## src/rtl/vram_wr_arbiter_pkg.sv

```systemverilog
// Shared definitions for the video RAM write arbiter: screen geometry, cell
// layout, requester indices and the clear-sweep FSM states.
package vram_wr_arbiter_pkg;

  localparam int SCREEN_COLS  = 70;
  localparam int SCREEN_ROWS  = 30;
  localparam int SCREEN_DEPTH = SCREEN_COLS * SCREEN_ROWS;

  // A cell is {color[2:0], ascii[7:0]}.
  localparam int COLOR_W = 3;
  localparam int ASCII_W = 8;
  localparam int CELL_W  = COLOR_W + ASCII_W;

  localparam int NUM_REQ    = 3;
  localparam int REQ_STATUS = 0;
  localparam int REQ_FALL   = 1;
  localparam int REQ_LIGHT  = 2;

  typedef enum logic [1:0] {
    ST_IDLE  = 2'd0,
    ST_CLEAR = 2'd1,
    ST_DONE  = 2'd2
  } state_e;

endpackage

```

## src/rtl/vram_wr_arbiter_rr.sv

```systemverilog
// Three-way round-robin grant: the search starts at the requester after the
// last one granted, so each requester waits at most two others.
module rr_arbiter3
  import vram_wr_arbiter_pkg::*;
(
  input  logic [2:0] req,
  input  logic [1:0] last,
  output logic [2:0] gnt
);

  // NOTE: every output of a combinational block gets a default first, so no
  // path through the case can leave it unassigned and infer a latch.
  always_comb begin
    gnt = '0;
    case (last)
      2'd0: begin
        if      (req[REQ_FALL])   gnt[REQ_FALL]   = 1'b1;
        else if (req[REQ_LIGHT])  gnt[REQ_LIGHT]  = 1'b1;
        else if (req[REQ_STATUS]) gnt[REQ_STATUS] = 1'b1;
      end
      2'd1: begin
        if      (req[REQ_LIGHT])  gnt[REQ_LIGHT]  = 1'b1;
        else if (req[REQ_STATUS]) gnt[REQ_STATUS] = 1'b1;
        else if (req[REQ_FALL])   gnt[REQ_FALL]   = 1'b1;
      end
      default: begin
        if      (req[REQ_STATUS]) gnt[REQ_STATUS] = 1'b1;
        else if (req[REQ_FALL])   gnt[REQ_FALL]   = 1'b1;
        else if (req[REQ_LIGHT])  gnt[REQ_LIGHT]  = 1'b1;
      end
    endcase
  end

endmodule

```

## src/rtl/vram_wr_arbiter.sv

```systemverilog
// Single-port video RAM write arbiter: round-robin between three writers,
// with a full-screen clear sweep that pre-empts them.
module vram_wr_arbiter
  import vram_wr_arbiter_pkg::*;
#(
  parameter int ADDR_W = 12,
  parameter int DATA_W = CELL_W,
  parameter int DEPTH  = SCREEN_DEPTH
) (
  input  logic                    clk,
  input  logic                    rst_n,
  input  logic [2:0]              req_valid,
  input  logic [3*ADDR_W-1:0]     req_addr,
  input  logic [3*DATA_W-1:0]     req_data,
  output logic [2:0]              req_ready,
  input  logic                    clr_start,
  output logic                    clr_busy,
  output logic                    clr_done,
  output logic                    wr_en,
  output logic [ADDR_W-1:0]       wr_addr,
  output logic [DATA_W-1:0]       wr_data,
  output logic [7:0]              drop_cnt
);

  localparam logic [ADDR_W-1:0] DEPTH_A = ADDR_W'(DEPTH);
  localparam logic [ADDR_W-1:0] LAST_A  = ADDR_W'(DEPTH - 1);

  state_e              state_q, state_d;
  logic [ADDR_W-1:0]   clr_cnt_q, clr_cnt_d;
  logic [1:0]          last_q, last_d;
  logic [7:0]          drop_q, drop_d;
  logic                wr_en_q, wr_en_d;
  logic [ADDR_W-1:0]   wr_addr_q, wr_addr_d;
  logic [DATA_W-1:0]   wr_data_q, wr_data_d;

  logic [2:0]          gnt;
  logic                hs;
  logic [1:0]          sel_idx;
  logic [ADDR_W-1:0]   sel_addr;
  logic [DATA_W-1:0]   sel_data;

  rr_arbiter3 u_rr (
    .req  (req_valid),
    .last (last_q),
    .gnt  (gnt)
  );

  // Grants are only exposed in IDLE, outside reset, and when no clear is starting.
  assign req_ready = (rst_n && state_q == ST_IDLE && !clr_start) ? gnt : 3'b000;
  assign hs        = |req_ready;

  always_comb begin
    sel_idx  = 2'(REQ_STATUS);
    sel_addr = req_addr[REQ_STATUS*ADDR_W +: ADDR_W];
    sel_data = req_data[REQ_STATUS*DATA_W +: DATA_W];
    if (req_ready[REQ_FALL]) begin
      sel_idx  = 2'(REQ_FALL);
      sel_addr = req_addr[REQ_FALL*ADDR_W +: ADDR_W];
      sel_data = req_data[REQ_FALL*DATA_W +: DATA_W];
    end else if (req_ready[REQ_LIGHT]) begin
      sel_idx  = 2'(REQ_LIGHT);
      sel_addr = req_addr[REQ_LIGHT*ADDR_W +: ADDR_W];
      sel_data = req_data[REQ_LIGHT*DATA_W +: DATA_W];
    end
  end

  always_comb begin
    state_d   = state_q;
    clr_cnt_d = clr_cnt_q;
    last_d    = last_q;
    drop_d    = drop_q;
    wr_en_d   = 1'b0;
    wr_addr_d = wr_addr_q;
    wr_data_d = wr_data_q;
    case (state_q)
      ST_IDLE: begin
        if (clr_start) begin
          state_d   = ST_CLEAR;
          clr_cnt_d = '0;
        end else if (hs) begin
          last_d = sel_idx;
          // Off-screen writes still complete the handshake but never reach the RAM.
          if (sel_addr < DEPTH_A) begin
            wr_en_d   = 1'b1;
            wr_addr_d = sel_addr;
            wr_data_d = sel_data;
          end else if (drop_q != 8'hFF) begin
            drop_d = drop_q + 8'd1;
          end
        end
      end
      ST_CLEAR: begin
        wr_en_d   = 1'b1;
        wr_addr_d = clr_cnt_q;
        wr_data_d = '0;
        clr_cnt_d = clr_cnt_q + ADDR_W'(1);
        if (clr_cnt_q == LAST_A) begin
          state_d   = ST_DONE;
          clr_cnt_d = '0;
        end
      end
      default: state_d = ST_IDLE;
    endcase
  end

  // NOTE: sequential state uses non-blocking assignments so every flop samples
  // the pre-edge values regardless of statement order.
  always_ff @(posedge clk) begin
    if (!rst_n) begin
      state_q   <= ST_IDLE;
      clr_cnt_q <= '0;
      last_q    <= 2'd2;
      drop_q    <= '0;
      wr_en_q   <= 1'b0;
      wr_addr_q <= '0;
      wr_data_q <= '0;
    end else begin
      state_q   <= state_d;
      clr_cnt_q <= clr_cnt_d;
      last_q    <= last_d;
      drop_q    <= drop_d;
      wr_en_q   <= wr_en_d;
      wr_addr_q <= wr_addr_d;
      wr_data_q <= wr_data_d;
    end
  end

  assign clr_busy = (state_q == ST_CLEAR);
  assign clr_done = (state_q == ST_DONE);
  assign wr_en    = wr_en_q;
  assign wr_addr  = wr_addr_q;
  assign wr_data  = wr_data_q;
  assign drop_cnt = drop_q;

endmodule

```

## config.mk

```make
export PLATFORM = sky130hd
export DESIGN_NAME = vram_wr_arbiter
export DESIGN_NICKNAME = d
export VERILOG_FILES = /design/src/rtl/vram_wr_arbiter_pkg.sv /design/src/rtl/vram_wr_arbiter_rr.sv /design/src/rtl/vram_wr_arbiter.sv
export SDC_FILE = /design/constraint.sdc
export NUM_CORES = 1
export LEC_CHECK = 0
export CORE_MARGIN = 3
export CORE_UTILIZATION = 48
export DETAILED_ROUTE_END_ITERATION = 8
export PLACE_DENSITY = 0.87
export SLEW_MARGIN = 5
export SYNTH_ARGS = -nofsm -noshare
export SYNTH_HDL_FRONTEND = slang
export SYNTH_HIERARCHICAL = 1
export SYNTH_SLANG_ARGS = --single-unit
export TNS_END_PERCENT = 10
```

## constraint.sdc

```tcl
create_clock -name clk -period 4.44 [get_ports clk]
set_input_delay 0.444 -clock clk [delete_from_list [all_inputs] [get_ports clk]]
set_output_delay 0.444 -clock clk [all_outputs]
set_load 0.005 [all_outputs]
```

==> metrics.md, run 1 <==
| Metric | Value |
|---|---|
| Synth area leader | `dfxtp_1` |
| Most common cell in the netlist | `dfxtp_1` |
| Sink Count | `48` |
| H-tree levels | `2` |
| Largest net degree at the start of global routing | `38` |
| Final core occ | `72.6%` |
| Hold Path Class | `register to register` |
| Final hold slack | `0.483 ns` |
| Outcome | `finished clean` |
| Hpwl dp | `6590 um` |
| Worst-path clk slew | `0.10 ns` |
| Initial Util | `between 50% and 60%` |
| Crit path max-delay family | `compound AO/OA/AOI/OAI gates` |
| CP max FO | `23` |
| Number of warnings issued by yosys | `6` |
| Ys async rst share | `0%` |
| Initial antenna violation count | `0` |
| Register bit total from synthesis | `48` |
| Clock tree buffer depth | `2` |
| CP peak stage delay | `0.69 ns` |
| Max-cap violations | `0` |
| Setup_tns | `0 ns` |
| Synth top area cells | `dfxtp_1 33%, nand2_1 5.5%, nor2_1 4.8%, a21oi_1 4.4%, a31oi_1 3.5%` |
| Layout Nets | `550` |
| Routed wire length | `slightly above 9000 um` |
| Clock skew | `0.0129 ns` |
| Worst path cell trace | `clkdlybuf4s50_1 -> and2b_2 -> a32o_1 -> a31oi_1 -> o221a_2 -> or4b_4 -> o31a_1 -> o21ai_1 -> o21ai_0` |
| Crit path capture type | `register` |
| Commonest cells in the netlist | `48 x dfxtp_1, 42 x nand2_1, 37 x nor2_1` |
| Routed wire per std cell | `roughly 17 um` |
| Max Slew Vio Count | `0` |
| Post-Syn Area per Cell | `around 7.6 um^2` |
| Cell chosen for the clock root | `clkbuf_8` |
| Total setup buffers inserted after CTS | `0` |
| Post-synth top flop | `dfxtp_1` |
| Detailed-router iteration count before antenna repair | `5` |
| Post-synth top area share | `33.4%` |
| Synthesized cell area | `0.00287 mm^2` |
| Via density | `between 5 and 6` |
| Area Growth Syn to Fin | `42.5%` |
| Final period util | `between 80% and 90%` |
| Post-route worst setup slack | `slightly below 0.8 ns` |
| Number of flops mapped to enable cells by yosys | `0` |
| P_leak | `1.52 nW` |
| Buffers plus inverters on the worst setup path | `1` |
| Die Width | `between 80 and 90 um` |
| Die area | `between 0.006 and 0.007 mm^2` |
| CTS tree | `yes` |
| Hold-fix buffers, CTS | `0` |
| I/O Pins | `between 100 and 150` |
| WS Path Type | `primary input to register` |
| Tmin final | `3.66 ns` |
| Register area share after synthesis | `about a third` |
| Rows | `27` |
| Syn nets | `455` |
| Gate Count Post-Synth | `about 380` |
| Count of unique library cells instantiated by Yosys | `54` |
| IO Port Bufs | `111` |
| Required time worst endpoint | `4.62 ns` |
| Total power | `0.952 mW` |
| Remaining global-route overflow | `0` |
| Post-CTS sizing | `0` |
| PwrDens | `232 mW/mm^2` |
| DIE HEIGHT | `83.4 um` |
| Setup WS pre-CTS | `0.506 ns` |
| Fraction of layout instances using a drive strength above 1 | `7.17%` |
| Normalized max-slew margin | `a little over a third` |
| Initial drt markers | `234` |
| FMAX | `0.273 GHz` |
| Detail Route Antenna Nets | `0` |
| Final setup viols | `0` |
| RSZ-0062 raised after global routing | `no` |
| Drc violations | `0` |
| Slowest CP cell | `a32o_1` |
| Core Area | `between 0.005 and 0.006 mm^2` |
| Worst Path Arrival | `3.84 ns` |
| Worst vdd ir | `around 0.22 mV` |
| Worst-Skew Late Latency | `about 0.30 ns` |
| Startpoint Class | `primary input` |
| Vias | `3235` |
| RD Place Congestion | `0.850` |
| Least-Margin Pin Slew | `0.970 ns` |
| ANT cells | `0` |
| First-pass GRT wire length | `around 15000 um` |
| FILL cells | `450` |
| Total Routing Usage GR | `roughly a quarter` |
| TritonCTS Buffers | `5` |
| Fin. Hold Viols | `0` |
| Number of global-route vias before repair | `3062` |
==> kinds of logic after synthesis <==
group | synth area share [%]
compound gates | 26.4
xor+xnor | 1.83
fa+ha+maj | 0.871
buf+inv | 7.05
flops | 33.4
mux | 2.44
simple gates | 27.9
==> registers in the layout, indices dropped and copies added (netlist names) <==
signal	cells
clr_cnt_q	12
drop_cnt	8
last_q	2
state_q	2
wr_addr	12
wr_data	11
wr_en	1
==> layout make-up <==
class	instances	area, um^2	share of cell area, %
multi-input combinational	284	1720	42.1
timing repair buffer	118	1160	28.4
sequential	48	961	23.5
tap	72	90.1	2.20
clock buffer	6	82.6	2.02
inverter	16	60.1	1.47
clock inverter	2	15.0	0.367
==> metrics by stage <==
| step | cells | area, um^2 |
|---|---|---|
| 3_5_place_dp | 538 | 4000 |
| 2_1_floorplan | 378 | 2870 |
| 5_1_grt | 546 | 4100 |
| 6_report | 546 | 4100 |
| 3_3_place_gp | 538 | 4000 |
| 4_1_cts | 546 | 4100 |
==> report_power, final <==
group | switching, mW | internal, mW
Combinational | 0.108 | 0.116
Clock | 0.150 | 0.126
Sequential | 0.00903 | 0.441
==> per-layer routing <==
layer	wire length [um]	vias up	GRT usage, %
li1	-	1572	-
met1	3780	1547	31.6
met2	4820	104	44.8
met3	443	12	3.77
met4	108	0	6.54
met5	0	-	0
==> worst paths after layout <==
check                                            start                       to  slack, ns  cells after the start
worst max-delay path                      req_valid[2]  wr_addr[3]$_SDFFE_PN0P_       0.78                      9
worst min-delay path            last_q[0]$_SDFFE_PN0P_   last_q[0]$_SDFFE_PN0P_       0.48                      2
worst min register to register  last_q[0]$_SDFFE_PN0P_   last_q[0]$_SDFFE_PN0P_       0.48                      2
worst max register to register  last_q[1]$_SDFFE_PN1P_  wr_addr[3]$_SDFFE_PN0P_       1.00                      8
==> worst reg2reg max path: stages, from the launching register on <==
cell     delay [ns]
dfxtp_1        0.34
and2b_2        0.24
a32o_1         0.69
a31oi_1        0.17
o221a_2        0.30
or4b_4         0.55
o31a_1         0.49
o21ai_1        0.38
o21ai_0        0.17
==> cells in the final DEF (no fill, tap or decap), types with 16 or more instances in the layout <==
| cell | instances |
|---|---|
| dfxtp_1 | 48 |
| a31oi_1 | 16 |
| a21oi_1 | 25 |
| clkdlybuf4s50_1 | 111 |
| nand2_1 | 42 |
| inv_1 | 16 |
| nand3_1 | 19 |
| o21ai_0 | 19 |
| nor2_1 | 37 |
No activity file was read; power rests on OpenSTA's default activity.
==> run 2: changes to the inputs <==
Settings changed: CORE_UTILIZATION 48 to 40, PLACE_DENSITY 0.87 to 0.77.
Clock period 4.44 ns to 3.1 ns, I/O delays scaled along.
==> metrics.md, run 2 (synthesis results as in run 1) <==
| Metric | Value |
|---|---|
| Hpwl dp | `6960 um` |
| Tmin final | `just under 3 ns` |
| Crit path capture type | `register` |
| Non-filler cells, final | `592` |
| Least-Margin Pin Slew | `0.696 ns` |
| Slowest CP cell | `or4b_4` |
| Worst path cell trace | `clkdlybuf4s50_1 -> or3b_1 -> o31ai_2 -> nand2_1 -> o221a_2 -> or4b_4 -> o31ai_4 -> a21oi_1 -> a311o_1` |
| Final setup viols | `0` |
| Final core occ | `62.6%` |
| Max Slew Vio Count | `0` |
| Worst Hold Depth | `2` |
| Hold Startpoint | `wr_addr[3]$_SDFFE_PN0P_` |
| Worst-path clk slew | `0.08 ns` |
| IO Port Bufs | `111` |
| Sink Count | `48` |
| Buffers plus inverters on the worst setup path | `1` |
| R2R Path Start | `last_q[1]$_SDFFE_PN1P_` |
| Area Growth Syn to Fin | `49.7%` |
| Fraction of layout instances using a drive strength above 1 | `between 10% and 20%` |
| DIE HEIGHT | `90.8 um` |
| Final Instance Area | `0.00430 mm^2` |
| Drc violations | `0` |
| Clock tree buffer depth | `2` |
| Core Area | `0.00687 mm^2` |
| RSZ-0062 raised after global routing | `no` |
| FILL cells | `between 600 and 700` |
| Remaining global-route overflow | `0` |
| Worst Path Arrival | `between 3 and 4 ns` |
| Hold Path Class | `register to register` |
| Initial antenna violation count | `0` |
| Number of global-route vias before repair | `3089` |
| Placed instance count | `between 500 and 600` |
| WS Path Type | `primary input to register` |
| Clock skew | `around 0.0032 ns` |
| Total setup buffers inserted after CTS | `0` |
| Hold-fix buffers, CTS | `0` |
| Final hold slack | `between 0.4 and 0.5 ns` |
| Die Width | `90.8 um` |
| Startpoint Class | `primary input` |
| Post-route worst setup slack | `0.121 ns` |
| Required time worst endpoint | `approximately 3.3 ns` |
| Total Routing Usage GR | `21.7%` |
| Setup_tns | `0 ns` |
| H-tree levels | `2` |
| CP peak stage delay | `0.56 ns` |
| Setup WS pre-CTS | `-0.292 ns` |
| Rows | `30` |
| Detailed-router iteration count before antenna repair | `4` |
| P_leak | `1.64 nW` |
| Crit Reg-Reg Endpoint | `wr_addr[9]$_SDFFE_PN0P_` |
| Placed inst area | `0.00421 mm^2` |
| Vias | `around 3.3k` |
| RD Place Congestion | `0.875` |
| Max-cap violations | `0` |
| Commonest non-fill, non-tap cell in the layout | `clkdlybuf4s50_1` |
| Routed wire length | `9080 um` |
| Routed wire per std cell | `15.3 um` |
| Worst-Skew Late Latency | `0.30 ns` |
| First-pass GRT wire length | `14900 um` |
| Final period util | `96.1%` |
| Initial drt markers | `173` |
| Worst Hold Path EP | `wr_addr[3]$_SDFFE_PN0P_` |
| ANT cells | `0` |
| CTS tree | `yes` |
| R2R Setup Slk | `0.16 ns` |
| Commonest non-fill, non-tap cells in the layout | `111 x clkdlybuf4s50_1, 48 x dfxtp_1, 42 x nand2_1` |
| PwrDens | `322 mW/mm^2` |
| Via density | `~5.6` |
| I/O Pins | `between 100 and 150` |
| TritonCTS Buffers | `5` |
| Post-CTS sizing | `0` |
| Fin. Hold Viols | `0` |
| Largest net degree at the start of global routing | `38` |
| Layout Nets | `572` |
| Worst vdd ir | `between 0.2 and 0.25 mV` |
| FF-to-FF path depth | `9` |
| Cell chosen for the clock root | `clkbuf_8` |
| Normalized max-slew margin | `53.6%` |
| Outcome | `finished clean` |
| CP max FO | `5` |
| Crit path max-delay family | `compound AO/OA/AOI/OAI gates` |
| Total power | `1.39 mW` |
| Die area | `around 0.0082 mm^2` |
| Initial Util | `41.8%` |
| FMAX | `0.336 GHz` |
| Detail Route Antenna Nets | `0` |
## run 2: cell count changes in the layout (fill, tap and decap cells not counted), sizes merged
cell	previous run	this run
buf	7	29
clkbuf	6	8
clkinvlp	2	0
## run 2: per-layer routing
metal | vias to the layer above | track usage [%] | wire, um
li1 | 1623 | - | -
met1 | 1567 | 27.1 | 3790
met2 | 102 | 37.7 | 4640
met3 | 18 | 4.33 | 470
met4 | 0 | 5.87 | 180
met5 | - | 0 | 0
## run 2: final cells by class
class / instances / area (um^2) / area share, %
clock buffer: 8 / 90.1 / 2.09
inverter: 16 / 60.1 / 1.40
multi-input combinational: 284 / 1730 / 40.2
sequential: 48 / 961 / 22.3
tap: 96 / 120 / 2.79
timing repair buffer: 140 / 1340 / 31.2
## run 2: where the power goes
group          internal (mW)  total [mW]  switching, mW  leakage [nW]
Sequential             0.632       0.643         0.0116         0.389
Clock                  0.182       0.385          0.203        0.0455
Combinational          0.198       0.359          0.161          1.21
Total                   1.01        1.39          0.376          1.64
## run 2: worst min-delay path: stages (launching register included)
cell     delay [ns]
dfxtp_1        0.32
nand2_1        0.05
o21ai_0        0.06
## run 2: worst max path at each step
stage                                 from                       end  slack, ns  depth (start not counted)
global route                  req_valid[1]  wr_addr[10]$_SDFFE_PN0P_       0.02                          9
CTS                           req_valid[2]  wr_addr[10]$_SDFFE_PN0P_       0.03                          9
detailed placement            req_valid[2]  wr_addr[10]$_SDFFE_PN0P_      -0.29                          9
finish                        req_valid[1]   wr_addr[9]$_SDFFE_PN0P_       0.12                          9
floorplan           last_q[1]$_SDFFE_PN1P_  wr_addr[10]$_SDFFE_PN0P_       0.17                          9
global placement              req_valid[2]   wr_addr[9]$_SDFFE_PN0P_      -0.19                          9
==> run 3: changes to the inputs <==
Settings changed: ABC_AREA set to 0, CAP_MARGIN set to 20, CORE_MARGIN 3 to 4.
==> metrics.md, run 3 (synthesis results as in run 1) <==
| Metric | Value |
|---|---|
| Outcome | `finished clean` |
| Rows | `30` |
| Post-route worst setup slack | `roughly 0.044 ns` |
| DIE HEIGHT | `92.8 um` |
| H-tree levels | `2` |
| Number of global-route vias before repair | `3192` |
| Normalized max-slew margin | `56.9%` |
| FILL cells | `615` |
| Commonest non-fill, non-tap cells in the layout | `111 x clkdlybuf4s50_1, 48 x dfxtp_1, 41 x nand2_1` |
| RSZ-0062 raised after global routing | `yes` |
| Hold-fix buffers, CTS | `0` |
| Crit path max-delay family | `compound AO/OA/AOI/OAI gates` |
| Least-Margin Pin Slew | `0.647 ns` |
| Clock tree buffer depth | `2` |
| CTS tree | `yes` |
| Setup WS pre-CTS | `-0.307 ns` |
| Routed wire length | `9370 um` |
| RD Place Congestion | `0.869` |
| Fin. Hold Viols | `0` |
| Slowest CP cell | `or4b_4` |
| Total power | `1.45 mW` |
| FMAX | `between 0.3 and 0.4 GHz` |
| Cell chosen for the clock root | `clkbuf_8` |
| P_leak | `1.68 nW` |
| CP peak stage delay | `0.56 ns` |
| Final core occ | `between 60% and 70%` |
| Non-filler cells, final | `597` |
| Initial Util | `approximately two fifths` |
| ANT cells | `0` |
| Via density | `~5.6` |
| Worst-Skew Late Latency | `0.29 ns` |
| Sink Count | `48` |
| Initial antenna violation count | `0` |
| Die Width | `92.8 um` |
| Total Routing Usage GR | `21.3%` |
| Buffers plus inverters on the worst setup path | `1` |
| Detail Route Antenna Nets | `0` |
| Drc violations | `0` |
| Final setup viols | `0` |
| Grt met1 use | `25.6%` |
| Commonest non-fill, non-tap cell in the layout | `clkdlybuf4s50_1` |
| Remaining global-route overflow | `0` |
| Worst vdd ir | `0.213 mV` |
| Area Growth Syn to Fin | `52.1%` |
| WS Path Type | `primary input to register` |
| Worst-path clk slew | `0.08 ns` |
| Placed instance count | `between 500 and 600` |
| Startpoint Class | `primary input` |
| Required time worst endpoint | `3.28 ns` |
| Hold Path Class | `register to register` |
| M2 GR Usage | `38.8%` |
| Max Slew Vio Count | `0` |
| PwrDens | `332 mW/mm^2` |
| Hpwl dp | `7210 um` |
| Crit path capture type | `register` |
| Final period util | `98.6%` |
| Met3 Use GR | `3.74%` |
| Worst Path Arrival | `3.24 ns` |
| Tmin final | `3.06 ns` |
| Largest net degree at the start of global routing | `38` |
| Layout Nets | `577` |
| Busiest layer in global routing | `met2` |
| Vias | `3320` |
| Detailed-router iteration count before antenna repair | `4` |
| IO Port Bufs | `111` |
| Clock skew | `between 0.003 and 0.004 ns` |
| Routed wire per std cell | `roughly 16 um` |
| Die area | `between 0.008 and 0.009 mm^2` |
| Max-cap violations | `0` |
| Core Area | `0.00687 mm^2` |
| Final hold slack | `0.467 ns` |
| CP max FO | `5` |
| I/O Pins | `about 110` |
| Initial drt markers | `233` |
| First-pass GRT wire length | `about 15000 um` |
| TritonCTS Buffers | `5` |
| Fraction of layout instances using a drive strength above 1 | `roughly an eighth` |
| Worst path cell trace | `clkdlybuf4s50_1 -> and2b_2 -> o31ai_2 -> nand2_2 -> o221a_2 -> or4b_4 -> o31ai_4 -> a21oi_1 -> a311o_1` |
run 3: changes by cell type in the layout (fill, tap and decap cells not counted):
| cell | before | now |
|---|---|---|
| nand2_2 | 0 | 1 |
| a32o_2 | 1 | 2 |
| nor4b_1 | 4 | 3 |
| clkinv_2 | 0 | 1 |
| buf_4 | 28 | 32 |
| clkbuf_1 | 2 | 1 |
| nand2_1 | 42 | 41 |
| bufinv_16 | 0 | 1 |
| clkbuf_8 | 6 | 5 |
| nor4b_2 | 0 | 1 |
run 3: worst paths after layout:
path | slack [ns] | cells past startpoint | startpoint | to
min | 0.47 | 2 | wr_addr[5]$_SDFFE_PN0P_ | wr_addr[5]$_SDFFE_PN0P_
max reg2reg | 0.14 | 8 | last_q[1]$_SDFFE_PN1P_ | wr_addr[9]$_SDFFE_PN0P_
min reg2reg | 0.47 | 2 | wr_addr[5]$_SDFFE_PN0P_ | wr_addr[5]$_SDFFE_PN0P_
max | 0.04 | 9 | req_valid[2] | wr_addr[9]$_SDFFE_PN0P_
run 3: per-stage QoR:
stage	instance area, um^2	setup TNS [ns]
finish	4370	0
global route	4370	-0.157
CTS	4350	0
detailed placement	4240	-7.45
global placement	4240	-3.95
floorplan	2870	0
run 3: power by group:
part	internal [mW]	switching [mW]
logic	0.202	0.166
registers	0.632	0.0126
clock network	0.239	0.197
run 3: final cells by class:
class / count / area, um^2 / area share, %
Clock buffer: 6 / 72.6 / 1.66
Clock inverter: 2 / 35.0 / 0.802
Inverter: 16 / 60.1 / 1.37
Multi-Input combinational cell: 285 / 1750 / 40.1
Sequential cell: 48 / 961 / 22.0
Tap cell: 96 / 120 / 2.75
Timing Repair Buffer: 144 / 1370 / 31.4
run 3: routing by layer:
layer | wire [um] | up-vias
met5 | 0 | -
met4 | 195 | 0
met3 | 491 | 17
met2 | 4910 | 92
met1 | 3780 | 1579
li1 | - | 1632
run 3: what timing repair did:
| item | CTS | global route |
|---|---|---|
| cloned | 0 | 1 |
| gates resized for setup | 1 | 3 |
| pin swaps | 0 | 0 |
| buffers inserted | 0 | 0 |
| setup endpoints to repair | 1 | 10 |
run 3: worst register-to-register path: stages, from the launching register on:
cell,delay [ns]
dfxtp_1,0.40
and2b_2,0.28
o31ai_2,0.31
nand2_2,0.15
o221a_2,0.31
or4b_4,0.56
o31ai_4,0.30
a21oi_1,0.17
a311o_1,0.38
